==> src/rtl/mem_sum_scheduler.sv <==
// mem_sum_scheduler: 8-entry register file shared by a host port and a summation engine.
// Define SUM_SATURATE_EN to make the accumulator clamp at all-ones on carry instead of wrapping.
module mem_sum_scheduler #(
  parameter int DW        = 8,
  parameter int AW        = 3,
  parameter int MAX_STALL = 2
) (
  input  logic          clk,
  input  logic          rst,
  input  logic [AW-1:0] addr,
  input  logic          we,
  input  logic [DW-1:0] din,
  input  logic          re,
  input  logic          start,
  input  logic [AW-1:0] base,
  input  logic [AW:0]   len,
  output logic [DW-1:0] dout,
  output logic          rd_valid,
  output logic          host_stall,
  output logic          busy,
  output logic          done,
  output logic [DW-1:0] ans,
  output logic          ovf
);
  localparam int DEPTH = 1 << AW;
  localparam int SW    = $clog2(MAX_STALL + 2);
  typedef enum logic [1:0] {S_IDLE, S_RD, S_ACC, S_DONE} state_t;
  state_t        r_state, w_next;
  logic [DW-1:0] r_mem [DEPTH];
  logic [AW-1:0] r_base;
  logic [AW:0]   r_len, r_idx;
  logic [DW-1:0] r_data;
  logic [SW-1:0] r_stall_cnt;
  logic          w_host_req, w_eng_grant, w_host_grant, w_host_rd;
  logic [AW-1:0] w_eng_addr;
  logic [AW:0]   w_idx_nxt;
  logic [DW:0]   w_sum;
  logic [DW-1:0] w_acc;
  assign w_host_req   = we | re;
  assign w_eng_grant  = (r_state == S_RD) && (!w_host_req || r_stall_cnt == SW'(MAX_STALL));
  assign w_host_grant = w_host_req & ~w_eng_grant;
  assign w_host_rd    = w_host_grant & re & ~we;
  assign host_stall   = w_host_req & w_eng_grant;
  assign w_eng_addr   = r_base + r_idx[AW-1:0];
  assign w_idx_nxt    = r_idx + 1'b1;
  assign w_sum        = {1'b0, ans} + {1'b0, r_data};
  assign busy         = (r_state == S_RD) || (r_state == S_ACC);
  assign done         = (r_state == S_DONE);
`ifdef SUM_SATURATE_EN
  assign w_acc = w_sum[DW] ? '1 : w_sum[DW-1:0];
`else
  assign w_acc = w_sum[DW-1:0];
`endif
  always_ff @(posedge clk)
    if (rst) r_state <= S_IDLE;
    else     r_state <= w_next;
  always_comb begin
    w_next = r_state;
    case (r_state)
      S_IDLE:  if (start) w_next = (len == '0) ? S_DONE : S_RD;
      S_RD:    if (w_eng_grant) w_next = S_ACC;
      S_ACC:   w_next = (w_idx_nxt == r_len) ? S_DONE : S_RD;
      default: w_next = S_IDLE;
    endcase
  end
  always_ff @(posedge clk)
    if (rst) for (int i = 0; i < DEPTH; i++) r_mem[i] <= '0;
    else if (w_host_grant & we) r_mem[addr] <= din;
  // Engine snapshot uses the pre-edge memory value, so a same-edge host write is not seen.
  always_ff @(posedge clk) begin
    if (rst) begin
      dout        <= '0;
      rd_valid    <= 1'b0;
      ans         <= '0;
      ovf         <= 1'b0;
      r_base      <= '0;
      r_len       <= '0;
      r_idx       <= '0;
      r_data      <= '0;
      r_stall_cnt <= '0;
    end else begin
      rd_valid <= w_host_rd;
      if (w_host_rd) dout <= r_mem[addr];
      if (w_eng_grant) r_data <= r_mem[w_eng_addr];
      r_stall_cnt <= (w_eng_grant || r_state == S_IDLE) ? '0 :
                     (r_state == S_RD && w_host_req) ? r_stall_cnt + 1'b1 : r_stall_cnt;
      if (r_state == S_IDLE && start) begin
        r_base <= base;
        r_len  <= len;
        r_idx  <= '0;
        ans    <= '0;
        ovf    <= 1'b0;
      end
      if (r_state == S_ACC) begin
        ans   <= w_acc;
        ovf   <= ovf | w_sum[DW];
        r_idx <= w_idx_nxt;
      end
    end
  end
endmodule

==> config.mk <==
export PLATFORM = sky130hd
export DESIGN_NAME = mem_sum_scheduler
export DESIGN_NICKNAME = d
export VERILOG_FILES = /design/src/rtl/mem_sum_scheduler.sv
export SDC_FILE = /design/constraint.sdc
export NUM_CORES = 1
export LEC_CHECK = 0
export ABC_AREA = 0
export BUFFER_PORTS_ARGS = -buffer_cell sky130_fd_sc_hd__buf_4
export CAP_MARGIN = 10
export CORE_MARGIN = 8
export CORE_UTILIZATION = 50
export DETAILED_ROUTE_END_ITERATION = 7
export GPL_ROUTABILITY_DRIVEN = 1
export PLACE_DENSITY = 0.7
export SLEW_MARGIN = 10
export SYNTH_ARGS = -nofsm -noshare
export SYNTH_HDL_FRONTEND = slang
export SYNTH_SLANG_ARGS = --single-unit
==> constraint.sdc <==
create_clock -name clk -period 7.6 [get_ports clk]
set_clock_uncertainty 0.2 [all_clocks]
set_input_delay 1.14 -clock clk [delete_from_list [all_inputs] [get_ports clk]]
set_output_delay 1.14 -clock clk [all_outputs]
set_load 0.05 [all_outputs]
==> impl_metrics.csv <==
group,metric,value,unit
run_status,status,"complete, no violations",
setup_path,crit_required,6.26,ns
layout,fin_util,56.5,%
clock_network,post_cts_resized,0,
drt,via_count,4936,
global_route,grt_antenna_before_repair,0,
logic_synthesis,yosysMostFrequentCell,"and2_1",
logic_synthesis,ys_warn_count,0,
timing,post-route-period-util,44.0,%
clock_network,clk_pin_slew,0.07,ns
power,total_power,0.00152,W
setup_path,setup.worst_path.start,"we",
global_route,grt_pass1_vias,4448,
logic_synthesis,seq_area_frac_synth,44.4,%
setup_path,crit_arrival,2.00,ns
global_route,grt_pass1_wl,24200,µm
setup_path,endpoint_kind,"primary output",
drt,drc,0,
logic_synthesis,synthCells,626,
timing,tns,0,ns
logic_synthesis,synth_commonest_cells,"and2_1, edfxtp_1, nand3_1, nor2_1, nand2_1",
min_path,hold_class,"register to register",
timing,rsz0062_at_grt,"no",
logic_synthesis,avgSynthCellArea,9.87,µm²
global_route,grt_max_degree,75,
placement,gp_congestion,0.882,
logic_synthesis,netlist_area,0.00618,mm²
floorplanning,dieHeight,127,µm
clock_network,ctsHtreeMaxLevel,3,
timing,setup_viol,0,
logic_synthesis,synth_ff_type,"edfxtp_1",
floorplanning,core_area,0.0121,mm²
layout,antennaDiodeCount,0,
layout,fin_nets,679,
timing,finalMaxSlewViolations,0,
floorplanning,ios,44,
drt,first_pass_iters,6,
setup_path,critPathKind,"input port to primary output",
logic_synthesis,synth_nets,666,
logic_synthesis,ys_seq_elements,105,
drt,via_per_inst,6.08,
logic_synthesis,synth_area_leaders,"edfxtp_1, dfxtp_1, and2_1, mux4_2, nand3_1",
floorplanning,num_rows,40,
setup_path,r2r_start,"r_base[2]",
logic_synthesis,yosys.cell_types.count,51,
logic_synthesis,synth_edf_count,64,
clock_network,cts_tree,"yes",
timing,tightest_slew,0.821,ns
layout,drive_gt1_share,15.1,%
floorplanning,die_w,127,µm
clock_network,clockRootBuffer,"clkbuf_16",
timing,hold_viol,0,
placement,dp_hpwl,11200,µm
setup_path,cp-start-kind,"input port",
clock_network,hold_buffers,0,
logic_synthesis,synth-async-reset-ratio,0,%
flow_run,drv_cap,0,
placement,portBuffers,43,
timing,max-slew-margin-rel,44.9,%
power,powerDensity,224,mW/mm²
logic_synthesis,synth_top_cell_area_share,31.1,%
clock_network,cts_buffers,9,
power,ir_worst_vdd,0.000160,V
timing,min_period,3.34,ns
global_route,grt_overflow_total,0,
clock_network,clockBufferDepth,2,
setup_path,worstPathMaxFanout,5,
floorplanning,start_util,51.2,%
timing,fmax,299,MHz
floorplanning,dieArea,0.0162,mm²
logic_synthesis,yosys.area.top_type,"edfxtp_1",
drt,drtIter0Drc,581,
setup_path,r2r_slack,4.62,ns
clock_network,clkLatencyLatePin,0.35,ns
drt,ant_nets,0,
clock_network,postCtsSetupBuffers,0,
min_path,hold_start,"r_len[3]",
power,leakagePower,2.57,nW
global_route,globalRouteTotalUtil,19.0,%
layout,area_delta_synth_final,10.2,%
drt,wl_per_cell,18.9,µm
drt,routed_wl,15400,µm
clock_network,cts_sinks,105,
==> layer usage <==
metal  vias up  track usage (%)  wire (µm)  share of wire (%)
met1      2311             25.6       6430                 42
met3        18             4.99       1740                 11
met4         0             6.65        214                1.4
li1       2318                -          -                  -
met5         -                0          0                  0
met2       289             29.0       6990                 45
==> critical path: stages <==
cell and delay [ns]:
buf_4 0.14, o21ai_0 0.44, nor2_1 0.08, buf_4 0.21
==> state kept, by name, summed over array words and instances (netlist names) <==
signal / cells
ans: 8
r_base: 3
r_mem: 64
r_len: 4
rd_valid: 1
dout: 8
r_stall_cnt: 2
ovf: 1
r_data: 8
r_state: 2
r_idx: 4
==> cell usage in the layout (no fill, tap or decap), types with 9 or more instances in the layout <==
| master | count |
|---|---|
| nand3_1 | 61 |
| a211oi_1 | 11 |
| and2_1 | 65 |
| dfxtp_1 | 40 |
| buf_4 | 47 |
| ha_1 | 15 |
| nand2b_1 | 9 |
| nor2_1 | 54 |
| clkbuf_16 | 9 |
| mux4_2 | 16 |
| edfxtp_1 | 64 |
| nand2_1 | 47 |
| a31oi_1 | 29 |
| a21oi_1 | 41 |
| mux2i_1 | 20 |
| inv_1 | 9 |
==> cells by family (layout without fill, tap and decap cells) <==
logic type                 after synthesis  after routing  synth area share, %
and+or+nand+nor                        269            269                 22.1
AOI/OAI and AO/OA                      124            124                 13.0
DFF                                    105            105                 44.4
buffers and inverters                   55             73                 4.23
muxes                                   41             41                 9.98
adders and majority gates               17             17                 3.68
xor gates and xnor gates                15             15                 2.55
==> power by group <==
group | total [W] | internal (W) | switching, W
logic | 0.000412 | 0.000149 | 0.000263
clock network | 0.000441 | 0.000224 | 0.000217
registers | 0.000670 | 0.000638 | 0.0000312
==> final cells by class <==
cell class,count,area (µm²)
fill,1018,5250
multi-input combinational,466,3190
sequential,105,2740
timing repair buffer,47,353
clock buffer,9,225
tap,168,210
clock inverter,7,53.8
inverter,10,37.5
==> through the flow <==
step / instances / hold WS, ns / worst slack (ns) / instance area (µm²)
after CTS: 812 / 0.274 / 4.27 / 6810
final: 812 / 0.276 / 4.26 / 6810
after global placement: 796 / 0.255 / 4.28 / 6530
after global routing: 812 / 0.299 / 4.19 / 6810
after floorplan: 626 / 0.241 / 4.25 / 6180
after detailed placement: 796 / 0.264 / 4.26 / 6530
==> path summary, 6_finish.rpt <==
path	depth (start not counted)	end
worst max-delay path	4	host_stall
worst max register to register	6	r_data[6]
worst min-delay path	2	r_len[3]
worst min register to register	2	r_len[3]
No activity file was read; power rests on OpenSTA's default activity.
